## src/rtl/hamming_mem_engine.sv

```systemverilog
// Memory-mapped Hamming (16,11) SECDED encode/decode engine walking NUM_MSG byte pairs.
// Optional per-run error counters are enabled with `define HAMMING_STATS_EN.
module hamming_mem_engine #(
  parameter int NUM_MSG  = 15,
  parameter int AW       = 8,
  parameter int SRC_BASE = 0,
  parameter int DST_BASE = 30
) (
  input  logic          clock,
  input  logic          reset,
  input  logic          start,
  input  logic          mode,
  output logic          done,
  output logic          busy,
  output logic [AW-1:0] mem_addr,
  input  logic [7:0]    mem_rd_data,
  output logic          mem_wr_en,
  output logic [7:0]    mem_wr_data
`ifdef HAMMING_STATS_EN
  ,
  output logic [$clog2(NUM_MSG+1)-1:0] err1_cnt,
  output logic [$clog2(NUM_MSG+1)-1:0] err2_cnt
`endif
);

  localparam int IW = $clog2(NUM_MSG + 1);
  localparam logic [AW-1:0] SRC_A = AW'(SRC_BASE);
  localparam logic [AW-1:0] DST_A = AW'(DST_BASE);

  typedef enum logic [2:0] {S_IDLE, S_RD_LO, S_RD_HI, S_CAP, S_WR_LO, S_WR_HI, S_DONE} state_t;

  state_t        state, state_nx;
  logic [IW-1:0] idx;
  logic          mode_r;
  logic [7:0]    lo_r;
  logic [15:0]   res;
  logic [AW-1:0] off;
  logic          last;
  logic          accept;

  assign off    = AW'({idx, 1'b0});
  assign last   = (idx == IW'(NUM_MSG - 1));
  assign accept = start && (state == S_IDLE || state == S_DONE);

  function automatic logic [15:0] encode(input logic [11:1] d);
    logic [15:0] c;
    c       = '0;
    c[15:9] = d[11:5];
    c[8]    = ^d[11:5];
    c[7:5]  = d[4:2];
    c[4]    = (^d[11:8]) ^ (^d[4:2]);
    c[3]    = d[1];
    c[2]    = d[11] ^ d[10] ^ d[7] ^ d[6] ^ d[4] ^ d[3] ^ d[1];
    c[1]    = d[11] ^ d[9] ^ d[7] ^ d[5] ^ d[4] ^ d[2] ^ d[1];
    c[0]    = ^c[15:1];
    return c;
  endfunction

  // Result packs {flags, 3'b000, d11..d9, d8..d1}; a double error leaves data uncorrected.
  function automatic logic [15:0] decode(input logic [15:0] w);
    logic [3:0]  s;
    logic [15:0] c;
    logic [1:0]  f;
    s = '0;
    for (int k = 1; k < 16; k++) begin
      if (w[k]) s = s ^ 4'(k);
    end
    c = w;
    f = 2'b00;
    if (^w) begin
      c[s] = ~c[s];
      f    = 2'b01;
    end else if (s != 4'd0) begin
      f = 2'b10;
    end
    return {f, 3'b000, c[15:13], c[12:9], c[7:5], c[3]};
  endfunction

  always_ff @(posedge clock) begin
    if (reset) state <= S_IDLE;
    else       state <= state_nx;
  end

  always_comb begin
    state_nx = state;
    case (state)
      S_IDLE, S_DONE: if (start) state_nx = S_RD_LO;
      S_RD_LO:        state_nx = S_RD_HI;
      S_RD_HI:        state_nx = S_CAP;
      S_CAP:          state_nx = S_WR_LO;
      S_WR_LO:        state_nx = S_WR_HI;
      S_WR_HI:        state_nx = last ? S_DONE : S_RD_LO;
      default:        state_nx = S_IDLE;
    endcase
  end

  always_comb begin
    done        = 1'b0;
    busy        = 1'b0;
    mem_addr    = '0;
    mem_wr_en   = 1'b0;
    mem_wr_data = '0;
    case (state)
      S_RD_LO: begin busy = 1'b1; mem_addr = SRC_A + off; end
      S_RD_HI: begin busy = 1'b1; mem_addr = SRC_A + off + AW'(1); end
      S_CAP:   busy = 1'b1;
      S_WR_LO: begin
        busy = 1'b1; mem_wr_en = 1'b1; mem_addr = DST_A + off; mem_wr_data = res[7:0];
      end
      S_WR_HI: begin
        busy = 1'b1; mem_wr_en = 1'b1; mem_addr = DST_A + off + AW'(1); mem_wr_data = res[15:8];
      end
      S_DONE:  done = 1'b1;
      default: ;
    endcase
  end

  always_ff @(posedge clock) begin
    if (reset) begin
      idx    <= '0;
      mode_r <= 1'b0;
      lo_r   <= '0;
      res    <= '0;
    end else begin
      if (accept) begin
        idx    <= '0;
        mode_r <= mode;
      end
      if (state == S_RD_HI) lo_r <= mem_rd_data;
      if (state == S_CAP)
        res <= mode_r ? decode({mem_rd_data, lo_r}) : encode({mem_rd_data[2:0], lo_r});
      if (state == S_WR_HI && !last) idx <= idx + 1'b1;
    end
  end

`ifdef HAMMING_STATS_EN
  always_ff @(posedge clock) begin
    if (reset || accept) begin
      err1_cnt <= '0;
      err2_cnt <= '0;
    end else if (state == S_WR_HI && mode_r) begin
      if (res[15:14] == 2'b01) err1_cnt <= err1_cnt + 1'b1;
      if (res[15:14] == 2'b10) err2_cnt <= err2_cnt + 1'b1;
    end
  end
`endif

endmodule

```

## config.mk

```make
export PLATFORM = sky130hd
export DESIGN_NAME = hamming_mem_engine
export DESIGN_NICKNAME = d
export VERILOG_FILES = /design/src/rtl/hamming_mem_engine.sv
export SDC_FILE = /design/constraint.sdc
export NUM_CORES = 1
export LEC_CHECK = 0
export ABC_AREA = 1
export BUFFER_PORTS_ARGS = -buffer_cell sky130_fd_sc_hd__buf_2
export CORE_MARGIN = 5
export CORE_UTILIZATION = 51
export DETAILED_ROUTE_END_ITERATION = 6
export PLACE_DENSITY = 0.77
export RECOVER_POWER = 50
export SYNTH_ARGS = -nofsm -noshare
export SYNTH_HDL_FRONTEND = slang
export SYNTH_SLANG_ARGS = --single-unit
export TNS_END_PERCENT = 1
```

## constraint.sdc

```tcl
create_clock -name clock -period 2.75 [get_ports clock]
set_input_delay 0.55 -clock clock [delete_from_list [all_inputs] [get_ports clock]]
set_output_delay 0.55 -clock clock [all_outputs]
set_load 0.01 [all_outputs]
```

==> Word-level counts from Yosys, hierarchy flattened <==
Index checks and enable logic that the tools add are counted.
{ "totals": {"regBits": 32, "out_inout_bits": 19} }
{ "op_classes": {"eq_ne": 8, "order_cmp": 2, "muxes": 64, "add_sub_neg": 4, "reduce_logical": 16, "bitwise": 28} }
{ "ops": {"columns": ["op", "count"], "rows": [
  ["$mux W4", 40],
  ["$mux W16", 2],
  ["$pmux W7 S4", 1],
  ["$mux W3", 6],
  ["$pmux W3 S6", 1],
  ["$bwmux W16", 1],
  ["$pmux W8 S2", 1],
  ["$reduce_xor A16 Y1", 1],
  ["$reduce_xor A15 Y1", 1],
  ["$xor A1 B1 Y1", 13],
  ["$not A2 Y2", 6],
  ["$not A3 Y3", 4],
  ["$eq A3 B3 Y1 const B", 3],
  ["$mux W2", 4],
  ["$add A6 B1 Y7 const B", 1],
  ["$reduce_xor A7 Y1", 1],
  ["$add A5 B1 Y6 const B", 1],
  ["$add A5 B5 Y6 const A", 1],
  ["$eq A3 B2 Y1 const B", 2],
  ["$mux W1", 6],
  ["$lt A4 B5 Y1 const B", 1],
  ["$reduce_or A5 Y1", 1],
  ["$add A4 B1 Y4 const B", 1],
  ["$bmux W1 S4", 1],
  ["other kinds (16)", 22]
]} }

==> Depth between registers and ports, before layout <==
Gate-level depths: netlist of the first run.
{ "logic_depth": {"depth_word": 66, "mapped_depth": 20, "depth_no_buf": 18} }

==> Least setup slack after synthesis of the first run <==
No wires, ideal clock.
{ "synth_timing": {"kind": "input -> register", "from": "input mem_rd_data[2]", "to": "register res[10]", "slack_ps": 604, "cell_stages": 12, "required_ps": 2628, "n_path_buf": 2, "arrival_time_ps": 2024, "setup_ps": 122, "path_cell_list": "buf_2 > inv_1 > nand2_1 > nand2_1 > xor2_1 > xor2_1 > inv_2 > nand3_1 > buf_2 > nand3_1 > nand2_1 > a21oi_2"} }
{ "synth_between": {"elab_chain_len": 30} }
{ "synth_lines": {"columns": ["element", "line_no", "rtl"], "rows": [
  ["start: declaration", "16", "input logic [7:0] mem_rd_data,"],
  ["$mux W4", "66", "if (w[k]) s = s ^ 4'(k);"],
  ["$mux W4", "130", "if (state == S_CAP)"],
  ["$mux W4", "119", "if (reset) begin"],
  ["$not A3 Y3 (no line)", null, null],
  ["$mux W4", "66", null],
  ["$mux W4", "130", null],
  ["$mux W4", "119", null],
  ["$not A2 Y2 (no line)", null, null],
  ["(+14 left out)", null, null],
  ["$mux W4", "119", null],
  ["$lt A4 B5 Y1 (not written as such) or $ge A4 B1 Y1 (tied branches)", "71", "c[s] = ~c[s];"],
  ["$logic_and A1 B1 Y1 (not written as such)", "71", null],
  ["$mux W1 (not written as such)", "71", null],
  ["$demux W1 S4", "71", null],
  ["$bwmux W16", "71", null],
  ["$mux W16 *", "70", "if (^w) begin"],
  ["$mux W16 *", "131", "res <= mode_r ? decode({mem_rd_data, lo_r}) : encode({mem_rd_data[2:0], lo_r});"],
  ["end signal: assignment", "131", null],
  ["end: declaration", "36", "logic [15:0] res;"]
]} }
Mark *: on every way between the ends. The rest lies on a longest branch, timed or not. The select of a mux whose other input is x is not followed.
A chain may end at the register's enable or synchronous reset.

==> Final worst setup path of the first run <==
{ "layout_timing": {"from": "register state[2]", "to": "output mem_wr_data[6]"} }
{ "layout_between": {"elab_chain_len": 2} }
{ "layout_lines": {"columns": ["element", "line_no", "rtl"], "rows": [
  ["start: declaration", "32", "state_t state, state_nx;"],
  ["start signal: assignment", "81", "else state <= state_nx;"],
  ["$eq A3 B3 Y1", "103", "case (state)"],
  ["$pmux W8 S2 *", "103", null],
  ["end: declaration", "18", "output logic [7:0] mem_wr_data"]
]} }
Mark *: on every way between the ends. The rest lies on a longest branch, timed or not.

==> results of run 1 <==
metrics by stage:
step | instances | power [mW]
finish | 548 | 1.92
CTS | 548 | 1.90
global placement | 540 | 1.43
global route | 548 | 2.06
floorplan | 455 | 1.28
detailed placement | 540 | 1.44
repair_timing:
action / in CTS / in global routing
gates resized for setup: 0 / 1
endpoints found under the setup margin: 0 / 6
hold buffers: 0 / 0
power groups by stage:
stage | clock network (mW) | logic [mW] | registers (mW)
6_report | 0.464 | 0.918 | 0.537
3_3_place_gp | 0 | 0.886 | 0.546
5_1_grt | 0.487 | 1.03 | 0.541
4_1_cts | 0.465 | 0.899 | 0.536
3_5_place_dp | 0 | 0.893 | 0.547
2_1_floorplan | 0 | 0.751 | 0.526
worst register-to-register path, stage by stage (launching register included):
cell,delay (ns)
dfxtp_1,0.53
clkinv_2,0.16
nand2_1,0.11
nand2_2,0.09
xor2_2,0.22
xor2_2,0.30
xor2_2,0.24
nand3_2,0.12
nor2_1,0.15
nor2_1,0.05
nor2_1,0.08
nand2_1,0.09
a21oi_1,0.12
worst max-delay path by stage:
| stage | startpoint | endpoint | slack, ns | cells past startpoint |
|---|---|---|---|---|
| 2_1_floorplan | mem_rd_data[2] | res[10]$_SDFFE_PP0P_ | 0.60 | 12 |
| 3_3_place_gp | mem_rd_data[3] | res[4]$_SDFFE_PP0P_ | 0.24 | 18 |
| 3_5_place_dp | mem_rd_data[3] | res[4]$_SDFFE_PP0P_ | 0.21 | 18 |
| 4_1_cts | lo_r[3]$_SDFFE_PP0P_ | res[0]$_SDFFE_PP0P_ | 0.33 | 16 |
| 5_1_grt | state[2]$_SDFFE_PP0P_ | mem_wr_data[7] | 0.12 | 7 |
| 6_report | state[2]$_SDFFE_PP0P_ | mem_wr_data[6] | 0.34 | 7 |
layer usage:
| metal | part of all wire | vias up |
|---|---|---|
| met5 | 0 | - |
| met4 | 0.013 | 0 |
| met3 | 0.060 | 12 |
| met2 | 0.47 | 91 |
| met1 | 0.45 | 1376 |
| li1 | - | 1489 |
cell usage in the layout (no fill, tap or decap), drive strengths merged, types with 3 or more instances in the layout:
cell and count:
o22ai 3, nor3 4, nor2 55, inv 50, dfxtp 32, ha 4, xnor2 9, nand2 131
a21oi 45, clkbuf 10, o21ai 33, nand3 40, a31oi 4, xor2 17, buf 29, clkinv 3
kinds of logic after synthesis:
logic type	Yosys count	share of synthesized area
xor gates and xnor gates	26	0.107
other	1	0.00137
and+or+nand+nor	231	0.353
AOI/OAI and AO/OA	89	0.176
DFF	32	0.234
adders and majority gates	4	0.0183
buffers and inverters	71	0.111
area by class of cell:
| cell class | instances | area (µm²) |
|---|---|---|
| Multi-Input combinational cell | 352 | 1800 |
| Timing Repair Buffer | 34 | 179 |
| Fill cell | 523 | 2160 |
| Clock inverter | 3 | 42.5 |
| Sequential cell | 32 | 641 |
| Tap cell | 70 | 87.6 |
| Inverter | 52 | 196 |
| Clock buffer | 5 | 68.8 |
flip-flops by register name, summed over array words and instances, names as in the netlist:
signal	cells
idx	4
lo_r	8
mode_r	1
res	16
state	3
==> results.py, run 1 <==
metrics = {
    "outcome": {
        "outcome": "complete, no violations",
    },
    "sta": {
        "setup_viol": 0,
        "setup_tns_ns": 0,
        "fmaxAchievable_ghz": 0.415,
        "hold_ws_ns": 0.465,
        "drv_slew": 0,
        "worst_pin_slew_ns": 0.648,
        "slew_headroom": 0.567,
        "period_minus_slack_ns": 2.41,
        "finalClockSkew_ns": 0.00969,
        "final_hold_viol_count": 0,
        "fin_crit_sh": 0.876,
        "rsz0062_at_grt": "no",
        "fin_ws_ns": 0.341,
    },
    "die": {
        "pin_count": 31,
        "rows": 26,
        "core_area_um2": 5170,
        "die_area_um2": 6930,
        "start_util": 0.529,
        "die_x_um": 83.2,
        "die_h_um": 83.2,
    },
    "clock_network": {
        "cts_root_buf": "clkbuf_8",
        "clkTransAtPathRegs_ns": 0.08,
        "cts.sinks": 32,
        "cts_tree": "yes",
        "cts_max_level": 2,
        "clk_latency_ns": 0.29,
        "cts-buffers-inserted": 5,
        "cts_setup_buffers": 0,
        "ctsLongestPathBuffers": 2,
    },
    "layout": {
        "fin_util": 0.583,
        "finalInstanceArea_um2": 3010,
        "area_delta_synth_final_pct": 10.2,
        "layout.nets": 493,
        "drive_gt1_frac": 0.140,
        "diodes": 0,
    },
    "route": {
        "avgViaCountPerCell": 5.42,
        "drcViolationCount": 0,
        "routed_wl_um": 7550,
        "drt_iter0_drc": 254,
        "via_count": 2968,
        "first_pass_iters": 5,
        "ant_nets": 0,
        "wl_per_cell_um": 13.8,
    },
    "setup_path": {
        "ff2ff_setup_slack_ns": 0.40,
        "worst_setup_path_start_kind": "flop",
        "cp_cell_sequence": "inv_1, nor2_1, inv_1, nor2_1, nand2_1, a21oi_1, buf_2",
        "worst-path-max-fanout": 7,
        "r2r-end": "res[4]$_SDFFE_PP0P_",
        "cp-end-kind": "primary output",
        "required_ns": 2.20,
        "criticalPathCategory": "reg -> out",
        "cpPeakStageDelay_ns": 0.42,
        "worst-path-buf-inv": 3,
        "reg2reg_from": "lo_r[3]$_SDFFE_PP0P_",
        "critPathArrivalTime_ns": 1.86,
        "reg2reg_depth": 12,
        "cpLargestDelayFamily": "simple AND/OR/NAND/NOR gates",
        "cp_slowest_cell": "nor2_1",
    },
    "pwr": {
        "p_switching_mw": 0.865,
        "p_int_mw": 1.05,
        "pwr-share-clk": 0.242,
        "combPwrFrac": 0.478,
        "p_seq_frac": 0.280,
        "peakVddDrop_uv": 331,
        "power_density_nw_per_um2": 637,
        "leakage_nw": 1.37,
        "switching_share": 0.451,
    },
    "synthesis": {
        "ys_top_cells_by_area": "dfxtp_1 (23%), nand2_1 (17%), a21oi_1 (7.5%)",
        "synth.most_common_cell": "nand2_1",
        "synth-edff-count": 0,
        "syn_avg_cell_area_um2": 6.02,
        "ys_seq_area_frac": 0.234,
        "ys_ff_latch": 32,
        "netlist.area_leader.share": 0.234,
        "synthCells": 454,
        "ys_async_sr_fraction": 0,
        "ys_types": 34,
        "ys.flop_type": "dfxtp_1",
        "synth_top_area_cell": "dfxtp_1",
        "syn_area_um2": 2740,
        "yosys_warnings": 0,
        "ys_top_cells_by_count": "nand2_1 (124), nor2_1 (54), inv_1 (44)",
    },
    "worst_hold_path": {
        "hold_path.class": "reg -> reg",
        "min_path_cells": 2,
        "worstHoldStart": "res[13]$_SDFFE_PP0P_",
        "hold_end": "res[13]$_SDFFE_PP0P_",
    },
    "global_routing": {
        "grt_first_pass_wirelength_um": 12800,
        "top_usage_layer": "met2",
        "antenna_found_initial": 0,
        "track_usage": 0.222,
        "grt_overflow": 0,
        "grt_use_met2": 0.380,
        "grt_max_degree": 25,
        "grt_pass1_vias": 2755,
        "use_met3": 0.0347,
        "grt_use_met1": 0.290,
    },
    "placed_design": {
        "numPortBuffers": 28,
        "hpwlAfterDp_um": 5740,
        "gp_congestion": 0.920,
        "dpl_cell_area_um2": 2900,
        "dpl_worst_slack_ns": 0.213,
    },
    "job": {
        "cap_viol_max_count": 0,
    },
}
Power figures use the tool's default switching activity.
==> run 2, diff against run 1 <==
==> constraint.sdc (replaced) <==
create_clock -name clock -period 2.9 [get_ports clock]
set_input_delay 0.58 -clock clock [delete_from_list [all_inputs] [get_ports clock]]
set_output_delay 0.58 -clock clock [all_outputs]
set_load 0.01 [all_outputs]
==> results.py, run 2 (synthesis gave the netlist of run 1 again) <==
metrics = {
    "outcome": {
        "outcome": "complete, no violations",
    },
    "clock_network": {
        "postCtsHoldBufs": 0,
        "cts_root_buf": "clkbuf_8",
        "cts_resized": 0,
        "clkTransAtPathRegs_ns": 0.07,
        "cts_max_level": 2,
        "cts_tree": "yes",
        "ctsLongestPathBuffers": 2,
        "cts_setup_buffers": 0,
        "cts.sinks": 32,
        "clk_latency_ns": 0.28,
        "cts-buffers-inserted": 5,
    },
    "layout": {
        "finalInstanceArea_um2": 3000,
        "layout.nets": 490,
        "top_register": "res",
        "fin_util": 0.580,
        "largest_reg_flops": 16,
        "drive_gt1_frac": 0.131,
        "top_regs": "res (16), lo_r (8), idx (4)",
        "area_delta_synth_final_pct": 9.61,
        "layout_common_cells": "nand2_1 (124), nor2_1 (54), inv_1 (44), a21oi_1 (41), nand3_1 (37)",
        "diodes": 0,
        "layout_commonest_cell": "nand2_1",
        "fin_cells": 545,
    },
    "route": {
        "routed_wl_um": 7420,
        "avgViaCountPerCell": 5.31,
        "ant_nets": 0,
        "first_pass_iters": 6,
        "via_count": 2893,
        "drt_iter0_drc": 347,
        "wl_per_cell_um": 13.6,
        "drcViolationCount": 0,
    },
    "setup_path": {
        "required_ns": 3.11,
        "cpPeakStageDelay_ns": 0.53,
        "criticalPathCategory": "reg -> reg",
        "cp-end-kind": "flop",
        "crit_top_cell": "nand2_1",
        "worst-path-max-fanout": 11,
        "worst_setup_path_start_kind": "flop",
        "cp_cell_sequence": "clkinv_2, nand2_1, nand2_1, nand2_1, nand2_1, nand2_1, nand3_1, nand2_2, nand2_1, nand2_1, nand2_1, nand3_1, nand3_1, nand3_1, nand2_1, a21oi_1",
        "critPathArrivalTime_ns": 2.77,
        "cp_slowest_cell": "dfxtp_1",
    },
    "pwr": {
        "total_power_mw": 1.84,
        "pwr-share-clk": 0.259,
        "p_switching_mw": 0.802,
        "power_density_nw_per_um2": 613,
        "p_seq_frac": 0.277,
        "leakage_nw": 1.36,
        "combPwrFrac": 0.464,
        "switching_share": 0.436,
        "p_int_mw": 1.04,
        "peakVddDrop_uv": 598,
    },
    "placed_design": {
        "numPortBuffers": 28,
        "hpwlAfterDp_um": 5630,
        "gp_congestion": 0.927,
        "dpl_cell_area_um2": 2880,
        "dpl_worst_slack_ns": 0.295,
        "placed_cells": 537,
    },
    "global_routing": {
        "grt_pass1_vias": 2635,
        "grt_overflow": 0,
        "track_usage": 0.217,
        "grt_max_degree": 25,
        "grt_first_pass_wirelength_um": 12500,
        "antenna_found_initial": 0,
    },
    "worst_hold_path": {
        "hold_path.class": "reg -> reg",
    },
    "die": {
        "pin_count": 31,
        "start_util": 0.529,
        "rows": 26,
        "die_area_um2": 6930,
        "core_area_um2": 5170,
        "die_h_um": 83.2,
        "die_x_um": 83.2,
    },
    "sta": {
        "period_minus_slack_ns": 2.56,
        "drv_slew": 0,
        "slew_headroom": 0.470,
        "fin_ws_ns": 0.339,
        "hold_ws_ns": 0.468,
        "worst_pin_slew_ns": 0.794,
        "final_hold_viol_count": 0,
        "fmaxAchievable_ghz": 0.391,
        "fin_crit_sh": 0.883,
        "setup_tns_ns": 0,
        "setup_viol": 0,
        "finalClockSkew_ns": 0.00996,
        "rsz0062_at_grt": "no",
    },
    "job": {
        "cap_viol_max_count": 0,
    },
}
run 2: cell count changes in the layout (fill, tap and decap cells not counted), sizes merged:
cell      previous run  this run
clkinvlp             1         0
clkbuf              10        13
clkinv               3         2
buf                 29        25
run 2: per-layer routing:
metal  GRT usage  share of wire  up-vias
met2       0.344           0.45      103
li1            -              -     1483
met3      0.0396          0.070       14
met1       0.303           0.46     1293
met4      0.0550          0.021        0
met5           0              0        -
run 2: critical path, delay by kind of cell, from the launching register on:
family | cells | cell delay [ns]
DFF | 1 | 0.53
and+or+nand+nor | 14 | 1.67
AOI/OAI and AO/OA | 1 | 0.13
buffers and inverters | 1 | 0.17
run 2: cell type report:
class | instances | area [µm²]
well taps | 70 | 87.6
flip-flops and latches | 32 | 641
clock inverters | 1 | 30.0
repair buffers | 31 | 153
multi-input cells | 352 | 1790
inverters | 52 | 196
clock buffers | 7 | 96.3
fillers | 496 | 2170
run 2: power groups by stage:
stage	sequential (mW)	clock (mW)	combinational, mW
2_1_floorplan	0.499	0	0.712
3_3_place_gp	0.518	0	0.831
3_5_place_dp	0.518	0	0.834
4_1_cts	0.508	0.478	0.840
5_1_grt	0.513	0.499	0.962
6_report	0.509	0.475	0.853
run 2: path summary, 6_finish.rpt:
kind	from	end	slack, ns	cells after the start
worst max-delay path	lo_r[3]$_SDFFE_PP0P_	res[6]$_SDFFE_PP0P_	0.34	16
worst min-delay path	res[14]$_SDFFE_PP0P_	res[14]$_SDFFE_PP0P_	0.47	2
worst max register to register	lo_r[3]$_SDFFE_PP0P_	res[6]$_SDFFE_PP0P_	0.34	16
worst min register to register	res[14]$_SDFFE_PP0P_	res[14]$_SDFFE_PP0P_	0.47	2
